==> config.mk <==
export PLATFORM = sky130hd
export DESIGN_NAME = perf_counter_bank_flat
export DESIGN_NICKNAME = d
export VERILOG_FILES = /design/src/rtl/perf_counter_bank_if.sv /design/src/rtl/perf_counter_bank.sv /design/src/flat_wrapper.sv
export SDC_FILE = /design/constraint.sdc
export NUM_CORES = 1
export LEC_CHECK = 0
export CAP_MARGIN = 25
export CELL_PAD_IN_SITES_DETAIL_PLACEMENT = 1
export CELL_PAD_IN_SITES_GLOBAL_PLACEMENT = 2
export CORE_MARGIN = 10
export CORE_UTILIZATION = 39
export CTS_CLUSTER_SIZE = 40
export DETAILED_ROUTE_END_ITERATION = 8
export PLACE_DENSITY_LB_ADDON = 0.05
export SLEW_MARGIN = 0
export SYNTH_ARGS = -nofsm -noshare
export SYNTH_HDL_FRONTEND = slang
export SYNTH_SLANG_ARGS = --single-unit
==> constraint.sdc <==
create_clock -name clk -period 3.3 [get_ports clk]
set_input_delay 0.66 -clock clk [delete_from_list [all_inputs] [get_ports clk]]
set_output_delay 0.66 -clock clk [all_outputs]
set_load 0.005 [all_outputs]
==> src/rtl/perf_counter_bank_if.sv <==
// Register-port bundle for perf_counter_bank: channel select, half select,
// write strobe/data, read strobe, and the registered read data/valid return.
// Ports: master drives sel_ch/sel_hi/wr_en/wr_data/rd_en; slave returns rd_data/rd_valid.
interface perf_counter_bank_if #(
  parameter int NUM_CH = 4
);
  localparam int CH_W = (NUM_CH > 1) ? $clog2(NUM_CH) : 1;

  logic [CH_W-1:0] sel_ch;
  logic            sel_hi;
  logic            wr_en;
  logic [31:0]     wr_data;
  logic            rd_en;
  logic [31:0]     rd_data;
  logic            rd_valid;

  modport master (
    output sel_ch, sel_hi, wr_en, wr_data, rd_en,
    input  rd_data, rd_valid
  );

  modport slave (
    input  sel_ch, sel_hi, wr_en, wr_data, rd_en,
    output rd_data, rd_valid
  );
endinterface

==> src/rtl/perf_counter_bank.sv <==
// Purpose: bank of NUM_CH event counters (wrap/saturate, sticky overflow + irq),
//          accessed as 32-bit halves with a single shadow for tear-free 64-bit reads.
// Latency: reads return one cycle after rd_en; writes/increments land at the next edge.
// Backpressure: none; a read may be issued every cycle and always completes.
// Ports: clk/resetn; bus (register port, slave); inc/ch_en/freeze/sat_mode/irq_en/ovf_clr
//        per-channel controls; ovf sticky flags; irq = |(ovf & irq_en).
module perf_counter_bank #(
  parameter int NUM_CH    = 4,
  parameter int CNT_WIDTH = 64
) (
  input  logic              clk,
  input  logic              resetn,
  perf_counter_bank_if.slave bus,
  input  logic [NUM_CH-1:0] inc,
  input  logic [NUM_CH-1:0] ch_en,
  input  logic              freeze,
  input  logic [NUM_CH-1:0] sat_mode,
  input  logic [NUM_CH-1:0] irq_en,
  input  logic [NUM_CH-1:0] ovf_clr,
  output logic [NUM_CH-1:0] ovf,
  output logic              irq
);
  localparam int CH_W = (NUM_CH > 1) ? $clog2(NUM_CH) : 1;
  localparam int HI_W = CNT_WIDTH - 32;

  if (NUM_CH < 1 || NUM_CH > 16) begin : g_bad_num_ch
    $error("perf_counter_bank: NUM_CH must be 1..16");
  end
  if (CNT_WIDTH < 33 || CNT_WIDTH > 64) begin : g_bad_cnt_width
    $error("perf_counter_bank: CNT_WIDTH must be 33..64");
  end

  logic [CNT_WIDTH-1:0] cnt     [NUM_CH];
  logic [CNT_WIDTH-1:0] cnt_nxt [NUM_CH];
  logic [NUM_CH-1:0]    ovf_nxt;
  logic [NUM_CH-1:0]    ev;
  logic [NUM_CH-1:0]    wr_hit;
  logic [CNT_WIDTH-1:0] sel_cnt;
  logic                 sel_ok;
  logic                 wr_ok;

  logic [HI_W-1:0]      shadow_hi;
  logic [CH_W-1:0]      shadow_ch;
  logic                 shadow_valid;

  assign ev     = inc & ch_en & {NUM_CH{~freeze}};
  assign sel_ok = int'(bus.sel_ch) < NUM_CH;
  assign wr_ok  = bus.wr_en && sel_ok;
  assign irq    = |(ovf & irq_en);

  // Loop-based select keeps out-of-range sel_ch from indexing past the array.
  always_comb begin
    sel_cnt = '0;
    wr_hit  = '0;
    for (int i = 0; i < NUM_CH; i++) begin
      if (CH_W'(i) == bus.sel_ch) begin
        sel_cnt   = cnt[i];
        wr_hit[i] = bus.wr_en;
      end
    end
  end

  always_comb begin
    ovf_nxt = ovf;
    for (int i = 0; i < NUM_CH; i++) begin
      cnt_nxt[i] = cnt[i];
      // A write starts from the old value, so a same-cycle increment is dropped.
      if (wr_hit[i]) begin
        if (bus.sel_hi) cnt_nxt[i][CNT_WIDTH-1:32] = bus.wr_data[HI_W-1:0];
        else            cnt_nxt[i][31:0]           = bus.wr_data;
      end else if (ev[i]) begin
        if (!(&cnt[i]))        cnt_nxt[i] = cnt[i] + CNT_WIDTH'(1);
        else if (!sat_mode[i]) cnt_nxt[i] = '0;
      end
      if (ovf_clr[i] || wr_hit[i]) ovf_nxt[i] = 1'b0;
      // Set wins over clear; saturated counters re-flag on each qualifying event.
      if (ev[i] && (&cnt[i]))      ovf_nxt[i] = 1'b1;
    end
  end

  always_ff @(posedge clk or negedge resetn) begin
    if (!resetn) begin
      for (int i = 0; i < NUM_CH; i++) cnt[i] <= '0;
      ovf <= '0;
    end else begin
      for (int i = 0; i < NUM_CH; i++) cnt[i] <= cnt_nxt[i];
      ovf <= ovf_nxt;
    end
  end

  always_ff @(posedge clk or negedge resetn) begin
    if (!resetn) begin
      bus.rd_data  <= '0;
      bus.rd_valid <= 1'b0;
      shadow_hi    <= '0;
      shadow_ch    <= '0;
      shadow_valid <= 1'b0;
    end else begin
      bus.rd_valid <= bus.rd_en;
      if (bus.rd_en) begin
        if (!sel_ok) begin
          bus.rd_data <= '0;
        end else if (!bus.sel_hi) begin
          bus.rd_data  <= sel_cnt[31:0];
          shadow_hi    <= sel_cnt[CNT_WIDTH-1:32];
          shadow_ch    <= bus.sel_ch;
          shadow_valid <= 1'b1;
        end else if (shadow_valid && shadow_ch == bus.sel_ch) begin
          bus.rd_data  <= 32'(shadow_hi);
          shadow_valid <= 1'b0;
        end else begin
          bus.rd_data <= 32'(sel_cnt[CNT_WIDTH-1:32]);
        end
      end
      // A write invalidates a stale snapshot, including one captured this same cycle.
      if (wr_ok && (shadow_ch == bus.sel_ch || (bus.rd_en && !bus.sel_hi)))
        shadow_valid <= 1'b0;
    end
  end
endmodule

==> src/flat_wrapper.sv <==
// flat-port wrapper written by rule: the top's interface ports become plain ports
module perf_counter_bank_flat 
#(
  parameter int NUM_CH    = 4,
  parameter int CNT_WIDTH = 64
)
  (clk, resetn, inc, ch_en, freeze, sat_mode, irq_en, ovf_clr, ovf, irq, bus_sel_ch, bus_sel_hi, bus_wr_en, bus_wr_data, bus_rd_en, bus_rd_data, bus_rd_valid);
  perf_counter_bank_if #(.NUM_CH(NUM_CH)) bus_i ();
  input  logic clk;
  input  logic resetn;
  input  logic [NUM_CH-1:0] inc;
  input  logic [NUM_CH-1:0] ch_en;
  input  logic freeze;
  input  logic [NUM_CH-1:0] sat_mode;
  input  logic [NUM_CH-1:0] irq_en;
  input  logic [NUM_CH-1:0] ovf_clr;
  output logic [NUM_CH-1:0] ovf;
  output logic irq;
  input wire logic [$bits(bus_i.sel_ch)-1:0] bus_sel_ch;
  input wire logic [$bits(bus_i.sel_hi)-1:0] bus_sel_hi;
  input wire logic [$bits(bus_i.wr_en)-1:0] bus_wr_en;
  input wire logic [$bits(bus_i.wr_data)-1:0] bus_wr_data;
  input wire logic [$bits(bus_i.rd_en)-1:0] bus_rd_en;
  output wire logic [$bits(bus_i.rd_data)-1:0] bus_rd_data;
  output wire logic [$bits(bus_i.rd_valid)-1:0] bus_rd_valid;
  assign bus_i.sel_ch = bus_sel_ch;
  assign bus_i.sel_hi = bus_sel_hi;
  assign bus_i.wr_en = bus_wr_en;
  assign bus_i.wr_data = bus_wr_data;
  assign bus_i.rd_en = bus_rd_en;
  assign bus_rd_data = bus_i.rd_data;
  assign bus_rd_valid = bus_i.rd_valid;
  perf_counter_bank #(.NUM_CH(NUM_CH), .CNT_WIDTH(CNT_WIDTH)) u_core (.clk(clk), .resetn(resetn), .bus(bus_i), .inc(inc), .ch_en(ch_en), .freeze(freeze), .sat_mode(sat_mode), .irq_en(irq_en), .ovf_clr(ovf_clr), .ovf(ovf), .irq(irq));
endmodule
=== Word level (Yosys, flattened, before mapping) ===
Index checks and enable logic that the tools add are counted.

* Bits in registers: 328
* Input port bits: 60
* Output and inout bits: 38
* Word-level logic and storage cells: 121

* $add $sub $neg: 4
* Equal/unequal tests: 17
* Mux-type cells: 40
* Bitwise operators: 5
* Reduce and logical (&&, ||, !) cells: 38

{| class="wikitable"
|+ Operators with widths
! cell !! count
|-
| $mux 64 || 20
|-
| $add 64x1->64 const B || 4
|-
| $reduce_and 64->1 || 4
|-
| $mux 32 || 4
|-
| $reduce_and 3->1 || 8
|-
| $reduce_bool 2->1 || 9
|-
| $mux 1 || 16
|-
| $ne 2x2->1 const B || 8
|-
| $and 4x4->4 || 3
|-
| $ne 3x2->1 const B || 4
|-
| $logic_and 1x1->1 || 7
|-
| $logic_or 1x1->1 || 5
|-
| $eq 2x2->1 const A || 2
|-
| $reduce_and 2->1 || 2
|-
| $reduce_or 4->1 || 1
|-
| $ne 3x1->1 const B || 1
|-
| $eq 1x2->1 const A || 1
|-
| $eq 2x2->1 || 1
|-
| $logic_not 2->1 || 1
|-
| $not 1->1 || 2
|-
| $logic_not 1->1 || 1
|}

=== Depth between registers and ports, before layout ===
Gate-level depths: netlist of the first run.

* Word-level depth: 7
* Depth in mapped cells: 10
* Gate-level depth less buffers: 7

=== Worst setup path before layout of the first run ===
OpenSTA, ideal clock, no wires.

* Path type: input to register
* From: input bus_sel_ch[0]
* To: register u_core.bus.rd_data[29]
* Library setup time: 0.125 ns
* Arrival: 2.742 ns
* Required time: 3.175 ns
* Slack: 0.433 ns
* Stages on the path: 7
* Path buffers: 3
* Cells stage by stage: clkbuf_1 -> buf_2 -> buf_1 -> mux4_2 -> mux2i_1 -> a21oi_1 -> mux2_2

* Longest elaborated chain between the ends: 7
* Elaborated cells on any way between the ends: 12
* Classes of those cells: eq/ne: 4; mux: 6; reduce/logical: 2

{| class="wikitable"
|+ RTL lines
! element !! RTL line !! source
|-
| from (decl) || flat_wrapper.sv:19 || <nowiki>input wire logic [$bits(bus_i.sel_ch)-1:0] bus_sel_ch;</nowiki>
|-
| $logic_not 2->1 || perf_counter_bank.sv:56 || <nowiki>if (CH_W'(i) == bus.sel_ch) begin</nowiki>
|-
| $mux 64 (4 in a row) || perf_counter_bank.sv:56 ||
|-
| $mux 32 || perf_counter_bank.sv:108 || <nowiki>end else if (shadow_valid && shadow_ch == bus.sel_ch) begin</nowiki>
|-
| $mux 32 * || perf_counter_bank.sv:103 || <nowiki>end else if (!bus.sel_hi) begin</nowiki>
|-
| to (signal assigned) || perf_counter_bank.sv:104 || <nowiki>bus.rd_data <= sel_cnt[31:0];</nowiki>
|-
| to (signal assigned) || perf_counter_bank.sv:109 || <nowiki>bus.rd_data <= 32'(shadow_hi);</nowiki>
|-
| to (signal assigned) || perf_counter_bank.sv:112 || <nowiki>bus.rd_data <= 32'(sel_cnt[CNT_WIDTH-1:32]);</nowiki>
|-
| to (decl) || perf_counter_bank_if.sv:24 || <nowiki>output rd_data, rd_valid</nowiki>
|}

Mark *: on every way between the ends. The rest lies on a longest branch, timed or not.
A chain may end at the register's enable or synchronous reset.

=== Worst setup path in the final report of the first run ===
* From: register u_core.cnt[130] (netlist name)
* To: register u_core.cnt[191] (netlist name)

* Longest elaborated chain between the ends: 4
* Elaborated cells on any way between the ends: 7
* Classes of those cells: add/sub: 1; eq/ne: 1; mux: 3; reduce/logical: 2

{| class="wikitable"
|+ RTL lines
! element !! RTL line !! source
|-
| from (decl) || perf_counter_bank.sv:33 || <nowiki>logic [CNT_WIDTH-1:0] cnt [NUM_CH];</nowiki>
|-
| $add 64x1->64 or $reduce_and 64->1 (tied branches) || perf_counter_bank.sv:72 || <nowiki>if (!(&cnt[i])) cnt_nxt[i] = cnt[i] + CNT_WIDTH'(1);</nowiki>
|-
| $mux 64 || perf_counter_bank.sv:72 ||
|-
| $mux 64 || perf_counter_bank.sv:71 || <nowiki>end else if (ev[i]) begin</nowiki>
|-
| $mux 64 || perf_counter_bank.sv:68 || <nowiki>if (wr_hit[i]) begin</nowiki>
|}

Parallel ways exist; a longest one is shown, timed or not. The select of a mux whose other input is x is not followed.

==> impl_metrics.ini, run 1 <==
[job]
drv_cap = 0

[floorplan]
die_area_mm2 = 0.0687
initial_core_util = 0.395
core_mm2 = 0.0579
die_width_um = 262
die_y_um = 262
rows = 88
ios = 98

[worst_setup_path]
startpoint = u_core.cnt[130]
cp-start-kind = flip-flop
crit_type = reg -> reg
worst-endpoint-required_ns = 3.75
worst_ep_arrival_time_ns = 3.65
cp_max_fo = 9
crit_slowest_cell = nor4_1
slowest_delay_ns = 0.81
worstPathCellList = nand3_1 -> nor4_1 -> nand4_1 -> nor3_1 -> nand2b_1 -> o221ai_1
cp-end-kind = flip-flop
path_buf_inv = 0
reg2reg_from = u_core.cnt[130]
cp_top_family = simple AND/OR/NAND/NOR gates

[status]
status = finished clean

[timing]
drv_slew = 0
fin_ws_ns = 0.105
maxSlewHeadroom = 0.273
rsz0062_at_grt = no
setup_viol = 0
holdWs_ns = 0.0108
fin_skew_ns = 0.0261
worstMarginPinSlew_ns = 1.09
fmax_ghz = 0.313
finalHoldViolCount = 0
period_share = 0.968
fin_crit_ns = 3.19
fin_tns_setup_ns = 0

[placed_design]
portBuffers = 97
place_ws_ns = 0.00541
post_dp_cell_area_mm2 = 0.0265
dp_hpwl_um = 98500
place.gp.congestion = 1.03

[pwr]
design_power_total_w = 0.0165
power_density_mw_per_mm2 = 589
p_leak_nw = 10.9
ir_drop_uv = 414

[yosys]
synth_area_mm2 = 0.0229
synth_commonest_cells = dfrtp_1, nand2_1, nor2_1
syn_avg_cell_area_um2 = 8.76
ys_seq_area_frac = 0.359
synth.most_common_cell = dfrtp_1
netlist-cell-type-count = 79
syn-num-nets = 2676
yosys.area_share.simple = 0.231
synth_largest_area_cell = dfrtp_1
synth_top_family_by_area = compound AO/OA/AOI/OAI gates
synth-compound-area-share = 0.246
synth_edf_count = 0
synth-xor-area-share = 0.000766
ys.flop_type = dfrtp_1
synth_top_area_frac = 0.359
synthAdderAreaFrac = 0.00219
syn_inst = 2612
async_flop_share = 1.00
ys_top_cells_by_area = dfrtp_1, mux4_2, nand2_1
synth_seq_cells = 328
ys_warn_count = 0
muxShareOfSynthArea = 0.110

[min_path]
hp-class = in -> async

[final_layout]
fillers = 6707
fin_area_mm2 = 0.0280
finalNetCount = 2902
drive_above_1_share = 0.185
area_delta_synth_final_pct = 22.3

[detailed_routing]
drcViolationCount = 0
wl_um = 130000
drtIter0Drc = 3157
wl_per_cell_um = 35.6
ant_nets = 0
vias_per_cell = 7.13
dr.pass1.iters = 6
dr_total_vias = 26081

[cts]
cts_buffer_depth = 3
cts_buffers = 42
clk_latency_ns = 0.60
cts_tree = done
cts_resized = 0
clk_pin_slew_worst_paths_ns = 0.06
holdBufCountCts = 0
htreeDepth = 2
post_cts_buffers = 0
cts_root_buf = clkbuf_16
clock-sinks = 328

[grt]
grt_max_degree = 64
antenna_found_initial = 28
grt_pass1_vias = 25628
grt_pass1_wl_um = 187000
grt_use_total = 0.374
grt_overflow = 0
metal layers:
| layer | track usage | share of wire | vias to the layer above |
|---|---|---|---|
| li1 | - | - | 10669 |
| met2 | 0.547 | 0.43 | 1606 |
| met1 | 0.478 | 0.39 | 13345 |
| met4 | 0.246 | 0.070 | 22 |
| met3 | 0.102 | 0.11 | 439 |
| met5 | 0 | 0.0013 | - |
sequential cells by signal, summed over array words and instances, names as in the netlist:
register             count
u_core.cnt             256
u_core.bus.rd_data      32
u_core.shadow_hi        32
u_core.ovf               4
u_core.shadow_ch         2
u_core.bus.rd_valid      1
u_core.shadow_valid      1
report_power, final:
| group | switching, W | total (W) | internal [W] |
|---|---|---|---|
| Sequential | 0.00174 | 0.00669 | 0.00495 |
| Combinational | 0.00275 | 0.00480 | 0.00206 |
| Clock | 0.00206 | 0.00498 | 0.00292 |
| Total | 0.00654 | 0.0165 | 0.00993 |
worst register-to-register path, cell delays in order (launching register included):
cell and delay [ns]:
dfrtp_1 0.55, nand3_1 0.35, nor4_1 0.81, nand4_1 0.65, nor3_1 0.44, nand2b_1 0.15, o221ai_1 0.12
final cells by class:
cell class | count | area (µm²) | share of cell area
Antenna cell | 23 | 57.6 | 0.00206
Sequential cell | 328 | 8210 | 0.293
Multi-Input combinational cell | 1991 | 13600 | 0.485
Tap cell | 765 | 957 | 0.0342
Inverter | 93 | 349 | 0.0125
Timing Repair Buffer | 382 | 3400 | 0.122
Clock inverter | 20 | 209 | 0.00747
Clock buffer | 56 | 1230 | 0.0439
logic make-up (layout without fill, tap and decap cells):
family,Yosys count,in the layout
buffers and inverters,293,551
AND/OR/NAND/NOR,1024,1024
adder cells (fa/ha/maj),4,4
AO/OA/AOI/OAI,799,799
flip-flops,328,328
XOR/XNOR,2,2
multiplexers,162,162
other,0,23
through the flow:
| stage | utilization | cells |
|---|---|---|
| 2_1_floorplan | - | 2612 |
| 3_3_place_gp | 0.457 | 3558 |
| 3_5_place_dp | 0.457 | 3559 |
| 4_1_cts | 0.482 | 3635 |
| 5_1_grt | 0.482 | 3637 |
| 6_report | 0.483 | 3658 |
cell usage in the layout, fill, tap and decap left out, types with 76 or more instances in the layout:
master             n
nand4_1          102
nand3_1          137
clkdlybuf4s50_1   92
buf_4            265
nor2_1           179
o21ai_0          140
dfrtp_1          328
a22o_1            76
nor3_1            84
a21oi_1          128
nand2_1          245
inv_1             93
worst paths after layout:
kind	depth (start not counted)	end	slack, ns
max	6	u_core.cnt[191]	0.11
min in group clk	1	u_core.bus.rd_valid	0.48
max in group asynchronous	2	u_core.shadow_hi[24]	2.35
min reg2reg	1	u_core.bus.rd_data[0]	0.51
max reg2reg	6	u_core.cnt[191]	0.11
min	1	u_core.cnt[173]	0.01
No activity file was read; power rests on OpenSTA's default activity.
==> run 2: changes to the inputs <==
--- a/config.mk
+++ b/config.mk
@@ -10,7 +10,8 @@
 export CELL_PAD_IN_SITES_GLOBAL_PLACEMENT = 2
 export CORE_MARGIN = 10
 export CORE_UTILIZATION = 39
-export CTS_CLUSTER_SIZE = 40
+export CTS_BUF_LIST = sky130_fd_sc_hd__clkbuf_16
+export CTS_CLUSTER_SIZE = 28
 export DETAILED_ROUTE_END_ITERATION = 8
 export PLACE_DENSITY_LB_ADDON = 0.05
 export SLEW_MARGIN = 0
==> impl_metrics.ini, run 2 (synthesis gave the netlist of run 1 again) <==
[status]
status = finished clean

[worst_setup_path]
path_buf_inv = 0
worst_ep_arrival_time_ns = 3.63
cp-end-kind = flip-flop
cp_top_family = simple AND/OR/NAND/NOR gates
cp_max_fo = 9
crit_slowest_cell = nor4_1
worstPathCellList = nand3_1 -> nor4_1 -> nand4_1 -> nor3_1 -> nand2b_1 -> o221ai_1
cp-start-kind = flip-flop
slowest_delay_ns = 0.78
startpoint = u_core.cnt[130]
crit_type = reg -> reg
worst-endpoint-required_ns = 3.76
reg2reg_from = u_core.cnt[130]

[cts]
cts_resized = 0
htreeDepth = 2
holdBufCountCts = 0
clock-sinks = 328
cts_root_buf = clkbuf_16
cts_tree = done
clk_latency_ns = 0.60
cts_buffer_depth = 3
clk_pin_slew_worst_paths_ns = 0.06
cts_buffers = 42
post_cts_buffers = 0

[pwr]
design_power_total_w = 0.0163
p_leak_nw = 10.9
ir_drop_uv = 412
power_density_mw_per_mm2 = 584

[detailed_routing]
vias_per_cell = 7.13
dr.pass1.iters = 6
drcViolationCount = 0
ant_nets = 0
wl_um = 130000
dr_total_vias = 26062
wl_per_cell_um = 35.7
drtIter0Drc = 3043

[floorplan]
die_area_mm2 = 0.0687
die_width_um = 262
ios = 98
rows = 88
die_y_um = 262
initial_core_util = 0.395
core_mm2 = 0.0579

[placed_design]
post_dp_cell_area_mm2 = 0.0265
place_ws_ns = 0.00541
dp_hpwl_um = 98500
portBuffers = 97
place.gp.congestion = 1.03

[final_layout]
layout_common_cells = dfrtp_1, buf_4, nand2_1
fin_util = 0.482
fin_area_mm2 = 0.0279
fillers = 6712
final_common_cell = dfrtp_1
top_register = u_core.cnt
reg.largest.list = u_core.cnt x256, u_core.bus.rd_data x32, u_core.shadow_hi x32
finalNetCount = 2902
largest_register_ffs = 256
area_delta_synth_final_pct = 22.0
drive_above_1_share = 0.183

[timing]
fin_crit_ns = 3.18
fin_ws_ns = 0.123
maxSlewHeadroom = 0.265
worstMarginPinSlew_ns = 1.10
fin_skew_ns = 0.0278
drv_slew = 0
fin_tns_setup_ns = 0
finalHoldViolCount = 0
fmax_ghz = 0.315
setup_viol = 0
rsz0062_at_grt = no
period_share = 0.963

[grt]
antenna_found_initial = 26
grt_pass1_wl_um = 187000
grt_use_total = 0.373
grt_max_degree = 64
grt_overflow = 0
grt_pass1_vias = 25615

[job]
drv_cap = 0

[min_path]
hp-class = in -> async
## run 2: metrics by stage
stage               hold WS, ns  cells
detailed placement        0.494   3559
global route             0.0881   3639
global placement          0.488   3558
finish                   0.0204   3656
floorplan                 0.364   2612
CTS                      0.0625   3635
## run 2: per-layer routing
layer | up-vias | global-route usage | wire, µm
met5 | - | 0.00214 | 148
met4 | 22 | 0.237 | 9270
met3 | 434 | 0.100 | 15300
met2 | 1647 | 0.552 | 56000
met1 | 13273 | 0.478 | 49700
li1 | 10686 | - | -
## run 2: power breakdown
| part | switching (W) | total (W) | internal, W |
|---|---|---|---|
| registers | 0.00174 | 0.00669 | 0.00495 |
| clock network | 0.00204 | 0.00481 | 0.00277 |
| logic | 0.00275 | 0.00481 | 0.00206 |
| total | 0.00654 | 0.0163 | 0.00977 |
## run 2: cell type report
class / count / area, µm² / area share
inverters: 93 / 349 / 0.0125
well taps: 765 / 957 / 0.0343
clock inverters: 31 / 251 / 0.00901
flip-flops and latches: 328 / 8210 / 0.294
clock buffers: 45 / 1130 / 0.0404
diodes: 21 / 52.6 / 0.00188
repair buffers: 382 / 3400 / 0.122
multi-input cells: 1991 / 13600 / 0.486
## run 2: worst paths after layout
check | slack [ns] | cells after the start | end
max reg2reg | 0.12 | 6 | u_core.cnt[191]
min in group clk | 0.48 | 1 | u_core.bus.rd_valid
max | 0.12 | 6 | u_core.cnt[191]
min | 0.02 | 1 | u_core.cnt[173]
max in group asynchronous | 2.37 | 2 | u_core.shadow_hi[24]
min reg2reg | 0.50 | 1 | u_core.bus.rd_data[30]
